==> src/rtl/pingpong_frame_writer.sv <==
// Fill stage for the ping-pong feature buffer: packs a valid/ready word stream into
// buffer addresses 0..FRAME_LEN-1, then parks the address at 0 for a guard window.
// Optional macro PINGPONG_WR_PAD_EN zero-pads short frames up to FRAME_LEN-1.
module pingpong_frame_writer #(
  parameter int DATA_W    = 32,
  parameter int ADDR_W    = 11,
  parameter int FRAME_LEN = 256,
  parameter int GUARD_CYC = 3
) (
  input  logic              clk,
  input  logic              rst_n,
  input  logic              s_valid,
  input  logic [DATA_W-1:0] s_data,
  input  logic              s_last,
  output logic              s_ready,
  output logic [ADDR_W-1:0] wr_addr,
  output logic [DATA_W-1:0] wr_data,
  output logic              wr_en,
  output logic              wr_we,
  output logic              frame_done,
  output logic [15:0]       frame_cnt,
  output logic              err_short,
  output logic              err_long,
  input  logic              err_clr
);

  localparam int GW = (GUARD_CYC < 1) ? 1 : $clog2(GUARD_CYC + 1);
  localparam logic [ADDR_W-1:0] LAST_K = ADDR_W'(FRAME_LEN - 1);

  typedef enum logic [1:0] {ST_IDLE, ST_FILL, ST_GUARD, ST_PAD} state_e;

  typedef struct packed {
    logic              en;
    logic [ADDR_W-1:0] addr;
    logic [DATA_W-1:0] data;
  } wr_t;

  state_e            state_q, state_d;
  wr_t               wr_q, wr_d;
  logic [ADDR_W-1:0] k_q, k_d;
  logic [GW-1:0]     gcnt_q, gcnt_d;
  logic [15:0]       cnt_q, cnt_d;
  logic              live_q;
  logic              done_q, done_d;
  logic              es_q, es_d, el_q, el_d;
  logic              accept, at_last, set_short, set_long;

  // live_q keeps s_ready low while in reset; it rises on the first edge after release.
  assign s_ready = live_q && (state_q == ST_IDLE || state_q == ST_FILL);
  assign accept  = s_valid && s_ready;
  assign at_last = (k_q == LAST_K);

  always_comb begin
    state_d   = state_q;
    wr_d      = wr_q;
    wr_d.en   = 1'b0;
    k_d       = k_q;
    gcnt_d    = gcnt_q;
    cnt_d     = cnt_q;
    done_d    = 1'b0;
    set_short = 1'b0;
    set_long  = 1'b0;
    case (state_q)
      // k_q is always 0 in IDLE, so IDLE and FILL share the write path.
      ST_IDLE, ST_FILL: begin
        if (accept) begin
          wr_d.en   = 1'b1;
          wr_d.addr = k_q;
          wr_d.data = s_data;
          k_d       = k_q + 1'b1;
          state_d   = ST_FILL;
          if (s_last || at_last) begin
            set_short = s_last && !at_last;
            set_long  = !s_last && at_last;
            state_d   = ST_GUARD;
            done_d    = 1'b1;
            cnt_d     = cnt_q + 16'd1;
            gcnt_d    = '0;
            k_d       = '0;
`ifdef PINGPONG_WR_PAD_EN
            if (set_short) begin
              state_d = ST_PAD;
              done_d  = 1'b0;
              cnt_d   = cnt_q;
              k_d     = k_q + 1'b1;
            end
`endif
          end
        end
      end
`ifdef PINGPONG_WR_PAD_EN
      ST_PAD: begin
        wr_d.en   = 1'b1;
        wr_d.addr = k_q;
        wr_d.data = '0;
        if (at_last) begin
          state_d = ST_GUARD;
          done_d  = 1'b1;
          cnt_d   = cnt_q + 16'd1;
          gcnt_d  = '0;
          k_d     = '0;
        end else begin
          k_d = k_q + 1'b1;
        end
      end
`endif
      // First GUARD cycle still shows the final write; GUARD_CYC cycles at addr 0 follow.
      ST_GUARD: begin
        wr_d.addr = '0;
        gcnt_d    = gcnt_q + 1'b1;
        if (gcnt_q == GW'(GUARD_CYC)) state_d = ST_IDLE;
      end
      default: state_d = ST_IDLE;
    endcase
    es_d = set_short | (es_q & ~err_clr);
    el_d = set_long  | (el_q & ~err_clr);
  end

  always_ff @(posedge clk or negedge rst_n) begin
    if (!rst_n) begin
      state_q <= ST_IDLE;
      wr_q    <= '0;
      k_q     <= '0;
      gcnt_q  <= '0;
      cnt_q   <= '0;
      live_q  <= 1'b0;
      done_q  <= 1'b0;
      es_q    <= 1'b0;
      el_q    <= 1'b0;
    end else begin
      state_q <= state_d;
      wr_q    <= wr_d;
      k_q     <= k_d;
      gcnt_q  <= gcnt_d;
      cnt_q   <= cnt_d;
      live_q  <= 1'b1;
      done_q  <= done_d;
      es_q    <= es_d;
      el_q    <= el_d;
    end
  end

  assign wr_addr    = wr_q.addr;
  assign wr_data    = wr_q.data;
  assign wr_en      = wr_q.en;
  assign wr_we      = wr_q.en;
  assign frame_done = done_q;
  assign frame_cnt  = cnt_q;
  assign err_short  = es_q;
  assign err_long   = el_q;

endmodule

==> config.mk <==
export PLATFORM = sky130hd
export DESIGN_NAME = pingpong_frame_writer
export DESIGN_NICKNAME = d
export VERILOG_FILES = /design/src/rtl/pingpong_frame_writer.sv
export SDC_FILE = /design/constraint.sdc
export NUM_CORES = 1
export LEC_CHECK = 0
export CAP_MARGIN = 20
export CORE_MARGIN = 2
export CORE_UTILIZATION = 45
export CTS_CLUSTER_SIZE = 25
export DETAILED_ROUTE_END_ITERATION = 16
export GPL_TIMING_DRIVEN = 0
export PLACE_DENSITY = 0.77
export SLEW_MARGIN = 10
export SYNTH_ARGS = -nofsm -noshare
export SYNTH_HDL_FRONTEND = slang
export SYNTH_SLANG_ARGS = --single-unit
==> constraint.sdc <==
create_clock -name clk -period 5.6 [get_ports clk]
set_input_delay 1.12 -clock clk [delete_from_list [all_inputs] [get_ports clk]]
set_output_delay 1.12 -clock clk [all_outputs]
set_load 0.05 [all_outputs]
==> impl_metrics.json <==
{
  "io_pins": 102,
  "fin_setup_tns_ns": 0,
  "instances_no_fill": 555,
  "finalCoreUtilization_pct": 65.4,
  "static-leakage-power_nw": 2.20,
  "start_kind": "flip-flop",
  "hold_viol_final": 0,
  "mappedNetlistNets": 378,
  "hold_fix_buffers_at_cts": 0,
  "worstReg2RegStart": "k_q[0]$_DFFE_PN0P_",
  "die_outline_area_sq_um": 8110,
  "reg2reg_depth": 7,
  "holdPathEnd": "wr_data[2]$_DFFE_PN0P_",
  "worst_slew_pin_slew_ns": 0.543,
  "timing.fmax_mhz": 357,
  "min_from": "wr_data[2]$_DFFE_PN0P_",
  "place_worst_setup_slack_ns": 2.45,
  "core_sq_um": 7210,
  "dp_hpwl_mm": 5.53,
  "syn_avg_cell_area_sq_um": 9.86,
  "worst_r2r_endpoint": "state_q[0]$_DFFE_PN0P_",
  "cts_post_setup_buffers_inserted": 0,
  "antenna_found_initial": 0,
  "synth_seq_cells": 79,
  "cts.htree.levels": 3,
  "floorplan.rows": 31,
  "dp.cells": 539,
  "dr.first_iter.drc_count": 149,
  "layout-area-overhead-vs-synth_pct": 41.5,
  "via_per_inst": 4.99,
  "totalWireLength_mm": 7.72,
  "maximum_number_of_pins_on_one_net_before_global_route_repair": 42,
  "clock_skew_ns": 0.00696,
  "timing.max_cap.violations": 0,
  "worstSetupPathType": "flip-flop to output port",
  "maximum_vdd_drop_v": 0.000276,
  "status": "finished, final reports clean",
  "vias": 2770,
  "power.density_cell_area_nw_per_um2": 418,
  "clock_sink_count": 79,
  "crit_path_max_fanout": 5,
  "cts_tree": "built",
  "die_w_microns": 90.1,
  "numPortBuffers": 101,
  "final_antenna_net_count": 0,
  "die_height_microns": 90.1,
  "cts-root-buf": "sky130_fd_sc_hd__clkbuf_8",
  "share_of_layout_cells_above_drive_strength_1_pct": 7.24,
  "clock_latency_on_the_worst_skew_pair_ns": 0.34,
  "synthCells": 338,
  "groute.usage.overall_pct": 19.4,
  "cts-buffers-inserted": 9,
  "first_global_vias": 2660,
  "drtPass1Iterations": 4,
  "worst_ep_arrival_time_ns": 1.68,
  "rsz0062_at_grt": "false",
  "hold_depth": 2,
  "worstPathRequired_ns": 4.48,
  "slew_violations": 0,
  "wire_per_inst_microns": 13.9,
  "rrSetupSlack_ns": 3.44,
  "worstSetupEndpointType": "output port",
  "synthesis.yosys.warnings": 0,
  "grt_pass1_wl_mm": 12.8,
  "gp_routability_congestion": 0.820,
  "layout_nets": 491,
  "max-slew-margin-rel_pct": 63.8,
  "grt.overflow.total": 0,
  "finalHoldWorstSlack_ns": 0.476,
  "clkSlewWorstSetupHoldPaths_ns": 0.08,
  "yosysSeqAreaShare_pct": 59.3,
  "setup-violations-final": 0,
  "postLayoutSetupSlackWorst_ns": 2.80,
  "post-route-drc-count": 0,
  "start_util_pct": 46.2,
  "mappedNetlistArea_sq_um": 3330,
  "cts-resized-gates": 0,
  "final.period_utilization_pct": 50.1,
  "layout_min_cycle_time_ns": 2.80,
  "antennaDiodeCount": 0,
  "min_path_type": "flip-flop to flip-flop",
  "synthDistinctLibCells": 35,
  "clock_path_buffers": 2
}
[metal layers]
| layer | wire (microns) | vias to the layer above | track usage [%] | share of wire, % |
|---|---|---|---|---|
| met5 | 0 | - | 0 | 0 |
| met4 | 95 | 0 | 6.79 | 1.2 |
| met3 | 424 | 9 | 3.77 | 5.5 |
| met2 | 3690 | 101 | 31.6 | 48 |
| met1 | 3510 | 1318 | 26.3 | 45 |
| li1 | - | 1342 | - | - |
[how the worst max path moves through the flow]
| stage | start | endpoint | slack, ns | depth (start not counted) |
|---|---|---|---|---|
| 2_1_floorplan | s_valid | frame_cnt[1]$_DFFE_PN0P_ | 3.11 | 5 |
| 3_3_place_gp | rst_n | wr_data[25]$_DFFE_PN0P_ | 0.67 | 1 |
| 3_5_place_dp | s_valid | wr_data[14]$_DFFE_PN0P_ | 2.45 | 7 |
| 4_1_cts | state_q[1]$_DFFE_PN0P_ | s_ready | 2.78 | 2 |
| 5_1_grt | s_valid | wr_data[19]$_DFFE_PN0P_ | 2.63 | 7 |
| 6_report | state_q[1]$_DFFE_PN0P_ | s_ready | 2.80 | 2 |
[layout by cell type, fill, tap and decap left out, types with 3 or more instances in the layout]
| cell | instances |
|---|---|
| sky130_fd_sc_hd__a2111oi_2 | 5 |
| sky130_fd_sc_hd__a211oi_2 | 3 |
| sky130_fd_sc_hd__a21oi_1 | 7 |
| sky130_fd_sc_hd__buf_1 | 5 |
| sky130_fd_sc_hd__clkbuf_1 | 8 |
| sky130_fd_sc_hd__clkbuf_8 | 10 |
| sky130_fd_sc_hd__clkdlybuf4s50_1 | 100 |
| sky130_fd_sc_hd__clkinv_4 | 3 |
| sky130_fd_sc_hd__dfrtp_1 | 79 |
| sky130_fd_sc_hd__ha_1 | 3 |
| sky130_fd_sc_hd__inv_1 | 7 |
| sky130_fd_sc_hd__nand2_1 | 128 |
| sky130_fd_sc_hd__nand3_1 | 18 |
| sky130_fd_sc_hd__nand4_1 | 7 |
| sky130_fd_sc_hd__nor2_1 | 9 |
| sky130_fd_sc_hd__nor4_1 | 3 |
| sky130_fd_sc_hd__o21ai_0 | 6 |
| sky130_fd_sc_hd__or3_1 | 3 |
| sky130_fd_sc_hd__xnor2_1 | 7 |
| sky130_fd_sc_hd__xor2_1 | 15 |
[where the power goes]
group / internal (mW) / switching, mW / total, mW
logic: 0.241 / 0.495 / 0.736
registers: 0.677 / 0.0809 / 0.758
clock network: 0.265 / 0.213 / 0.478
total: 1.18 / 0.789 / 1.97
[logic make-up (layout without fill, tap and decap cells)]
logic type               Yosys count  in the layout  synth area share, %
multiplexers                       1              1                0.338
XOR/XNOR                          22             22                 5.78
AND/OR/NAND/NOR                  178            178                 22.6
flip-flops                        79             79                 59.3
AO/OA/AOI/OAI                     30             30                 7.36
adder cells (fa/ha/maj)            3              3                 1.13
other                              1              1                0.113
buffers and inverters             24            142                 3.30
[flip-flops by register name, summed over array words and instances (netlist names)]
signal	count
frame_done	1
wr_en	1
err_long	1
live_q	1
state_q	2
err_short	1
gcnt_q	2
wr_data	32
wr_addr	11
frame_cnt	16
k_q	11
[layout make-up]
class                   count  area, sq um
flip-flops and latches     79         1980
plain buffers              17         83.8
multi-input cells         235         1240
repair buffers            102         1030
inverters                   7         26.3
clock inverters             6         93.8
fillers                   573         2500
clock buffers              10          138
well taps                  99          124
[per-stage QoR]
step           power [mW]  instance area (sq um)
2_1_floorplan        1.23                   3330
3_3_place_gp         1.49                   4470
3_5_place_dp         1.51                   4480
4_1_cts              1.99                   4720
5_1_grt              2.06                   4720
6_report             1.97                   4720
[cells in the mapped netlist]
cell                        number  share of area, %
sky130_fd_sc_hd__nand2_1       128                14
sky130_fd_sc_hd__a21oi_1         7               1.1
sky130_fd_sc_hd__buf_2           1              0.15
sky130_fd_sc_hd__o31ai_1         2              0.45
sky130_fd_sc_hd__xor2_1         15               3.9
sky130_fd_sc_hd__buf_6           2              0.68
sky130_fd_sc_hd__mux2_2          1              0.34
sky130_fd_sc_hd__xnor2_1         7               1.8
sky130_fd_sc_hd__buf_1           5              0.56
sky130_fd_sc_hd__or3_1           3              0.56
sky130_fd_sc_hd__ha_1            3               1.1
sky130_fd_sc_hd__nor2_1          9               1.0
sky130_fd_sc_hd__nor3_1          2              0.30
sky130_fd_sc_hd__and4_1          1              0.26
sky130_fd_sc_hd__a211oi_1        2              0.45
sky130_fd_sc_hd__nand2b_1        2              0.38
sky130_fd_sc_hd__o22ai_1         2              0.38
sky130_fd_sc_hd__a21boi_1        1              0.23
sky130_fd_sc_hd__nand4_1         7               1.3
sky130_fd_sc_hd__a32o_1          1              0.30
sky130_fd_sc_hd__nand3b_1        1              0.23
sky130_fd_sc_hd__dfrtp_1        79                59
sky130_fd_sc_hd__conb_1          1              0.11
sky130_fd_sc_hd__a211oi_2        3               1.1
sky130_fd_sc_hd__nand3_1        18               2.7
sky130_fd_sc_hd__o21ai_0         6              0.90
sky130_fd_sc_hd__a2111oi_2       5               2.3
sky130_fd_sc_hd__o211ai_1        1              0.23
sky130_fd_sc_hd__nor4_1          3              0.56
sky130_fd_sc_hd__or2_2           1              0.19
sky130_fd_sc_hd__or4_4           1              0.34
sky130_fd_sc_hd__buf_4           1              0.23
sky130_fd_sc_hd__nor2b_1         2              0.38
sky130_fd_sc_hd__clkbuf_1        8              0.90
sky130_fd_sc_hd__inv_1           7              0.79
[critical path, cell delays in order, from the launching register on]
cell	delay (ns)
sky130_fd_sc_hd__dfrtp_1	0.41
sky130_fd_sc_hd__nor2b_1	0.12
sky130_fd_sc_hd__clkdlybuf4s50_1	0.81
Power figures use the tool's default switching activity.
